**config.mk**
```make
export PLATFORM = sky130hd
export DESIGN_NAME = rx_am_lock
export DESIGN_NICKNAME = d
export VERILOG_FILES = /design/src/rtl/rx_am_lock.sv
export SDC_FILE = /design/constraint.sdc
export NUM_CORES = 1
export LEC_CHECK = 0
export CAP_MARGIN = 40
export CORE_AREA = 2 2 105 183
export DETAILED_ROUTE_END_ITERATION = 8
export DIE_AREA = 0 0 107 185
export PLACE_DENSITY = 0.51
export SLEW_MARGIN = 10
export SYNTH_ARGS = -nofsm -noshare
export SYNTH_HDL_FRONTEND = slang
export SYNTH_SLANG_ARGS = --single-unit
```
**constraint.sdc**
```tcl
create_clock -name core_clk -period 2.8 [get_ports core_clk]
set_clock_uncertainty 0.05 [all_clocks]
set_input_delay 0.56 -clock core_clk [delete_from_list [all_inputs] [get_ports core_clk]]
set_output_delay 0.56 -clock core_clk [all_outputs]
set_load 0.03 [all_outputs]
```
**src/rtl/rx_am_lock.sv**
```systemverilog
// Alignment-marker lock for one PCS lane: finds, confirms and tracks AMs.
// Matched AMs are stripped from the block stream once the lane is locked.
module rx_am_lock #(
  parameter int AM_PERIOD = 16384
) (
  input  logic        core_clk,
  input  logic        core_reset_n,
  input  logic        block_locked,
  input  logic        block_valid,
  input  logic [65:0] block_in,
  output logic [65:0] block_out,
  output logic        block_out_valid,
  output logic        am_strobe,
  output logic        am_lock,
  output logic [1:0]  lane_id
);

  localparam int CW = $clog2(AM_PERIOD) + 1;

  typedef enum logic [1:0] {
    INIT,
    FIND_1ST,
    COUNT_1,
    LOCKED
  } state_t;

  state_t      state_q, state_d;
  logic [CW-1:0] cnt_q, cnt_d;
  logic [2:0]  inv_q, inv_d;
  logic [1:0]  rec_q, rec_d;
  logic [1:0]  lane_id_q, lane_id_d;
  logic        am_lock_q, am_lock_d;
  logic        am_strobe_q, am_strobe_d;
  logic        bov_q, bov_d;
  logic [65:0] bout_q, bout_d;

  logic [3:0]  lane_hit;
  logic        hit_any;
  logic [1:0]  hit_idx;
  logic        exp_pos;
  logic        hit_lid;
  logic        hit_rec;
  logic        am_take;

  // {M2, M1, M0} for each PCS lane
  function automatic logic [23:0] lane_bytes(input logic [1:0] n);
    lane_bytes = '0;
    unique case (n)
      2'd0: lane_bytes = 24'h47_76_90;
      2'd1: lane_bytes = 24'hE6_C4_F0;
      2'd2: lane_bytes = 24'h9B_65_C5;
      2'd3: lane_bytes = 24'h3D_79_A2;
    endcase
  endfunction

  always_comb begin
    for (int i = 0; i < 4; i++) begin
      lane_hit[i] = (block_in[1:0] == 2'b01)
                 && (block_in[25:2] == lane_bytes(2'(i)))
                 && (block_in[57:34] == ~lane_bytes(2'(i)));
    end
  end

  always_comb begin
    hit_any = |lane_hit;
    hit_idx = 2'd0;
    for (int i = 0; i < 4; i++) begin
      if (lane_hit[i]) hit_idx = 2'(i);
    end
  end

  assign exp_pos = block_valid && (cnt_q == CW'(AM_PERIOD));
  assign hit_lid = lane_hit[lane_id_q];
  assign hit_rec = lane_hit[rec_q];
  assign am_take = block_valid && (state_q == LOCKED)
                && exp_pos && hit_lid;

  always_comb begin
    state_d   = state_q;
    cnt_d     = cnt_q;
    inv_d     = inv_q;
    rec_d     = rec_q;
    lane_id_d = lane_id_q;
    am_lock_d = am_lock_q;

    unique case (state_q)
      INIT: begin
        if (block_locked) state_d = FIND_1ST;
      end
      FIND_1ST: begin
        if (block_valid && hit_any) begin
          rec_d   = hit_idx;
          cnt_d   = CW'(1);
          state_d = COUNT_1;
        end
      end
      COUNT_1: begin
        if (exp_pos) begin
          cnt_d = CW'(1);
          if (hit_rec) begin
            state_d   = LOCKED;
            am_lock_d = 1'b1;
            lane_id_d = rec_q;
          end else begin
            state_d = FIND_1ST;
          end
        end else if (block_valid) begin
          cnt_d = cnt_q + CW'(1);
        end
      end
      LOCKED: begin
        if (exp_pos) begin
          cnt_d = CW'(1);
          if (hit_lid) begin
            inv_d = 3'd0;
          end else if (inv_q == 3'd3) begin
            inv_d     = 3'd0;
            am_lock_d = 1'b0;
            state_d   = FIND_1ST;
          end else begin
            inv_d = inv_q + 3'd1;
          end
        end else if (block_valid) begin
          cnt_d = cnt_q + CW'(1);
        end
      end
    endcase

    // losing block sync overrides everything above
    if (!block_locked) begin
      state_d   = INIT;
      am_lock_d = 1'b0;
      cnt_d     = '0;
      inv_d     = 3'd0;
    end
  end

  always_comb begin
    bov_d       = block_valid && !am_take;
    am_strobe_d = am_take;
    bout_d      = block_valid ? block_in : bout_q;
  end

  always_ff @(posedge core_clk) begin
    if (!core_reset_n) begin
      state_q     <= INIT;
      cnt_q       <= '0;
      inv_q       <= 3'd0;
      rec_q       <= 2'd0;
      lane_id_q   <= 2'd0;
      am_lock_q   <= 1'b0;
      am_strobe_q <= 1'b0;
      bov_q       <= 1'b0;
      bout_q      <= '0;
    end else begin
      state_q     <= state_d;
      cnt_q       <= cnt_d;
      inv_q       <= inv_d;
      rec_q       <= rec_d;
      lane_id_q   <= lane_id_d;
      am_lock_q   <= am_lock_d;
      am_strobe_q <= am_strobe_d;
      bov_q       <= bov_d;
      bout_q      <= bout_d;
    end
  end

  assign block_out       = bout_q;
  assign block_out_valid = bov_q;
  assign am_strobe       = am_strobe_q;
  assign am_lock         = am_lock_q;
  assign lane_id         = lane_id_q;

endmodule

```
* After elaboration in Yosys (flattened, before gate mapping)
Index checks and enable logic that the tools add are counted.
** Word-level totals
- Input port bits :: 70
- Output and inout bits :: 71
- Register bits after elaboration :: 93
** Cells by class
- Multiplexer cells :: 26
- Eq/ne operators :: 21
- Add/subtract/negate cells :: 2
- Reduce and logical (&&, ||, !) cells :: 27
- Magnitude comparators :: 2
** Operator list (number)
- 24-bit == test, second input constant :: 4
- 24-bit by 23-bit == test with 1-bit output, second input constant :: 2
- 15-bit two-way mux :: 3
- 15-bit case mux with 2 select lines :: 1
- 24-bit by 21-bit == test with 1-bit output, second input constant :: 1
- 24-bit by 22-bit == test with 1-bit output, second input constant :: 1
- 2-bit two-way mux :: 8
- 15-bit by 1-bit adder with 15-bit output, second input constant :: 1
- 15-bit == test, second input constant :: 1
- 1-bit logical AND :: 14
- 2-bit != test, second input constant :: 5
- 1-bit two-way mux :: 8
- 2-bit case mux with 4 select lines :: 1
- 2-bit by 3-bit < comparator with 1-bit output, second input constant :: 2
- 3-bit two-way mux :: 2
- 2-bit AND reduction :: 3
- 3-bit AND reduction :: 2
- 6-bit AND reduction :: 1
- 5-bit AND reduction :: 1
- 1-bit binary-select mux with 2-bit select :: 2
- 2-bit by 1-bit == test with 1-bit output, second input constant :: 2
- 2-bit == test, second input constant :: 2
- 2-bit nonzero test :: 2
- 4-bit OR reduction :: 1
- 8 further kinds :: 8

* Logic depth before layout (Yosys ltp)
- Depth in word-level cells :: 8
- Depth in mapped cells :: 10

* Least setup slack after synthesis
OpenSTA, ideal clock, no wires.
- Path type :: input-to-reg
- Start :: in block_in[24]
- End :: reg cnt_q[6]
- Cell stages on the path :: 7
- Path buffers :: 1
- Path slack :: 191 ps
- Data arrival time :: 2488 ps
- Setup time :: 71 ps
- Data required time :: 2679 ps
- Path through :: or4b_4 -> nor4_4 -> o21a_4 -> o31ai_2 -> buf_6 -> or4_1 -> a21oi_1
** Between the ends
- Cells in the longest elaborated chain, start to end :: 7
- Elaborated cells on any way between the ends :: 16
- Classes of those cells :: 5 x eq/ne; 11 x reduce/logical
** RTL lines
- from (decl) :: RTL line 10 : input logic [65:0] block_in,
- 24-bit by 23-bit == test with 1-bit output, or another cell as far along :: RTL line 59 : && (block_in[25:2] == lane_bytes(2'(i)))
- 1-bit logical AND :: RTL line 59
- 1-bit logical AND :: RTL line 60 : && (block_in[57:34] == ~lane_bytes(2'(i)));
- 4-bit OR reduction (*) :: RTL line 65 : hit_any = |lane_hit;
- 1-bit logical AND (*) :: RTL line 91 : if (block_valid && hit_any) begin
- 2-bit != test (no line) (*)
- 3-bit AND reduction (no line) (*)
- to (signal assigned) :: RTL line 157 : cnt_q <= cnt_d;
- to (decl) :: RTL line 28 : logic [CW-1:0] cnt_q, cnt_d;
Mark *: on every way between the ends. The rest lies on a longest branch, timed or not.
A chain may end at the register's enable or synchronous reset.

* Worst setup path after layout
- Start :: in block_in[46]
- End :: reg cnt_q[14]
** Between the ends
- Cells in the longest elaborated chain, start to end :: 6
- Elaborated cells on any way between the ends :: 12
- Classes of those cells :: 5 x eq/ne; 7 x reduce/logical
** RTL lines (RTL line)
- 24-bit == test, or another cell as far along :: 60
- 1-bit logical AND :: 60
- 4-bit OR reduction (*) :: 65
- 1-bit logical AND (*) :: 91
- 2-bit != test (no line) (*)
- 3-bit AND reduction (no line) (*)
Marked as above.

==> results.tsv <==
stage	metric	value	unit
run_status	status	finished, violations left	
run_status	failing checks	setup timing	
cts	CTS tree	done	
logic_synthesis	Unique masters post-synth	53	
die	Initial Utilization	0.244	
route	Via Count	4202	
logic_synthesis	Yosys reg bits	93	
die	core area	18400	um^2
power	Pleak	2.76	nW
logic_synthesis	EDFF count, synth	0	
sta	Slew HR	0.502	
logic_synthesis	Synth area leaders	dfxtp_1, mux2i_1, nor2b_1	
route	initial DRC count	112	
setup_path	CP max FO	9	
logic_synthesis	Post-synth ARST share	0	
setup_path	Arr. time, crit path	3.03	ns
die	number of cell rows	66	
sta	fin. max-slew vios	0	
placement	Worst Setup Slack post-DPL	-0.470	ns
power	PwrDens	460	nW/um^2
placement	Post-DP HPWL	11700	um
setup_path	CP Capture Type	flip-flop	
setup_path	crit path kind	in2reg	
logic_synthesis	top post-synthesis cells by count	dfxtp_1, nor2b_1, mux2i_1, a21oi_1, inv_1	
global_route	initial antenna violation count	0	
sta	Hold Vio Cnt, Final	0	
global_route	largest net degree at the start of global routing	73	
layout	utilization after layout	0.380	
die	die width	107	um
logic_synthesis	Synth Area in Adders	0.0167	
sta	final cycle utilization of the critical path	1.00	
global_route	all-layer global routing usage	0.150	
placement	Placed Cells incl. Taps	879	
logic_synthesis	Mapped Avg Cell Area	9.71	um^2
sta	pin slew with the least headroom to its limit	0.746	ns
worst_hold_path	Hold Crit Start	inv_q[1]$_SDFFE_PN0P_	
logic_synthesis	count leader, synth	dfxtp_1	
setup_path	Worst Setup Start Kind	input pin	
logic_synthesis	post-synthesis cell area	4490	um^2
sta	worst setup margin	-0.000321	ns
cts	clk root buf	clkbuf_16	
route	drt wl/cell	16.8	um
cts	CTS Buf Count	9	
setup_path	R2R Path Start	cnt_q[0]$_SDFFE_PN0P_	
logic_synthesis	Synth Area in Compound Gates	0.0979	
layout	Fill cells	1862	
worst_hold_path	hold crit path type	reg2reg	
cts	Clock Path Buffers	2	
logic_synthesis	Yosys warnings	0	
die	I/O pin count	141	
layout	fraction of layout cells with a size suffix above 1	0.165	
logic_synthesis	multiplexer area fraction after synthesis	0.156	
global_route	first-pass GRT wire length	22800	um
logic_synthesis	sequential area share after synthesis	0.415	
sta	min Tclk post-route	2.80	ns
logic_synthesis	synthesized-area fraction occupied by and/or/nand/nor cells	0.280	
flow_run	Max-cap violations	0	
logic_synthesis	top-area cell type share of the netlist area	0.415	
logic_synthesis	main flop type after synthesis	dfxtp_1	
logic_synthesis	xor and xnor area share after synthesis	0.00195	
route	routed vias/inst	4.67	
die	die height	185	um
cts	H-tree depth	3	
logic_synthesis	Mapped Cells	462	
layout	n_diodes	0	
setup_path	Critical Path RT	3.03	ns
setup_path	crit path launch	block_in[46]	
route	Post-route DRC	0	
global_route	vias in the first global route	4351	
cts	clock slew at reported path FFs	0.06	ns
route	antenna-violating nets left	0	
layout	Final Non-Filler Cells	899	
logic_synthesis	area leader, netlist	dfxtp_1	
global_route	total congestion overflow	0	
placement	GPL Wtd Cong	0.843	
die	die footprint	19800	um^2
sta	Fmax	357	MHz
logic_synthesis	largest family of logic cells by synthesized area	simple AND/OR/NAND/NOR gates	
power	Peak VDD IR	0.213	mV
placement	port buffer count	140	
logic_synthesis	syn nets	538	
cts	Worst-Skew Late Latency	0.35	ns
layout	nets	734	
route	DRT Pass-1 Iters	4	
cts	clock sinks	93	
layout	Area growth, synth to finish	56.1	%
route	WL final	15100	um
sta	count of final setup violators	1	
through the flow:
stage	power, mW	instance area, um^2	TNS (ns)	hold WS, ns
detailed placement	2.05	6550	-8.80	0.408
global placement	2.04	6540	-8.54	0.394
floorplan	1.72	4490	0	0.386
CTS	3.27	6830	0	0.415
global route	3.36	7010	-0.274	0.438
finish	3.22	7010	-0.000321	0.413
worst paths after layout:
kind                            cells past startpoint  slack (ns)                      to
worst min-delay path                                2        0.41   inv_q[1]$_SDFFE_PN0P_
worst min register to register                      2        0.41   inv_q[1]$_SDFFE_PN0P_
worst max-delay path                               11     -0.0003  cnt_q[14]$_SDFFE_PN0P_
worst max register to register                      7        0.28   inv_q[0]$_SDFFE_PN0P_
area by class of cell:
class / instances / area, um^2 / area share
clock buffer: 9 / 225 / 0.0321
clock inverter: 5 / 53.8 / 0.00768
inverter: 16 / 60.1 / 0.00857
multi-input combinational: 333 / 2580 / 0.368
sequential: 93 / 1860 / 0.266
tap: 238 / 298 / 0.0425
timing repair buffer: 205 / 1930 / 0.276
repair_timing:
item                       4_1_cts  5_1_grt
resized for setup                2       29
setup buffers                    0        4
cloned                           0        2
pin swaps                        0       11
setup endpoints to repair       10       14
hold buffers                     0        0
power by group:
| part | switching, mW | total (mW) | internal, mW |
|---|---|---|---|
| clock | 0.517 | 1.20 | 0.679 |
| combinational | 0.304 | 0.616 | 0.312 |
| sequential | 0.0316 | 1.41 | 1.38 |
flip-flops by register name, indices dropped and copies added, names as in the netlist:
register and cells:
am_strobe 1, inv_q 3, cnt_q 15, am_lock 1, rec_q 2, state_q 2, block_out_valid 1, lane_id 2
block_out 66
logic make-up after synthesis:
| kind of cell | after synthesis |
|---|---|
| buffers and inverters | 36 |
| adders and majority gates | 6 |
| and+or+nand+nor | 192 |
| DFF | 93 |
| AOI/OAI and AO/OA | 64 |
| xor gates and xnor gates | 1 |
| muxes | 70 |
cells in the final DEF, fill, tap and decap left out, drive strengths merged, types with 3 or more instances in the layout:
cell           instances
clkdlybuf4s50        127
dfxtp                 93
nor2b                 73
mux2i                 70
buf                   66
a21oi                 19
inv                   16
nand2                 14
nand4                 14
nor2                  14
nor3                  13
nor4bb                11
clkbuf                10
dlymetal6s2s          10
o21ai                  9
o31ai                  9
or4                    8
nand4b                 7
o211ai                 7
ha                     6
nor4                   6
or3                    5
and2                   5
clkinv                 4
or2                    3
o2111ai                3
o211a                  3
nor3b                  3
or4b                   3
o21a                   3
metal layers:
layer  part of all wire  wire length, um  track usage
met1               0.36             5450        0.146
met2               0.56             8450        0.284
met3              0.044              672       0.0362
met4              0.035              534       0.0831
met5                  0                0            0
critical path: stages:
cell and delay (ns):
clkdlybuf4s50_1 0.47, nor4bb_2 0.36, buf_4 0.18, nand4_1 0.11, nor3_1 0.20, o21a_2 0.21
buf_4 0.12, o311ai_1 0.08, buf_4 0.19, or4_1 0.39, a21oi_1 0.15
(Power assumes the default switching activity.)
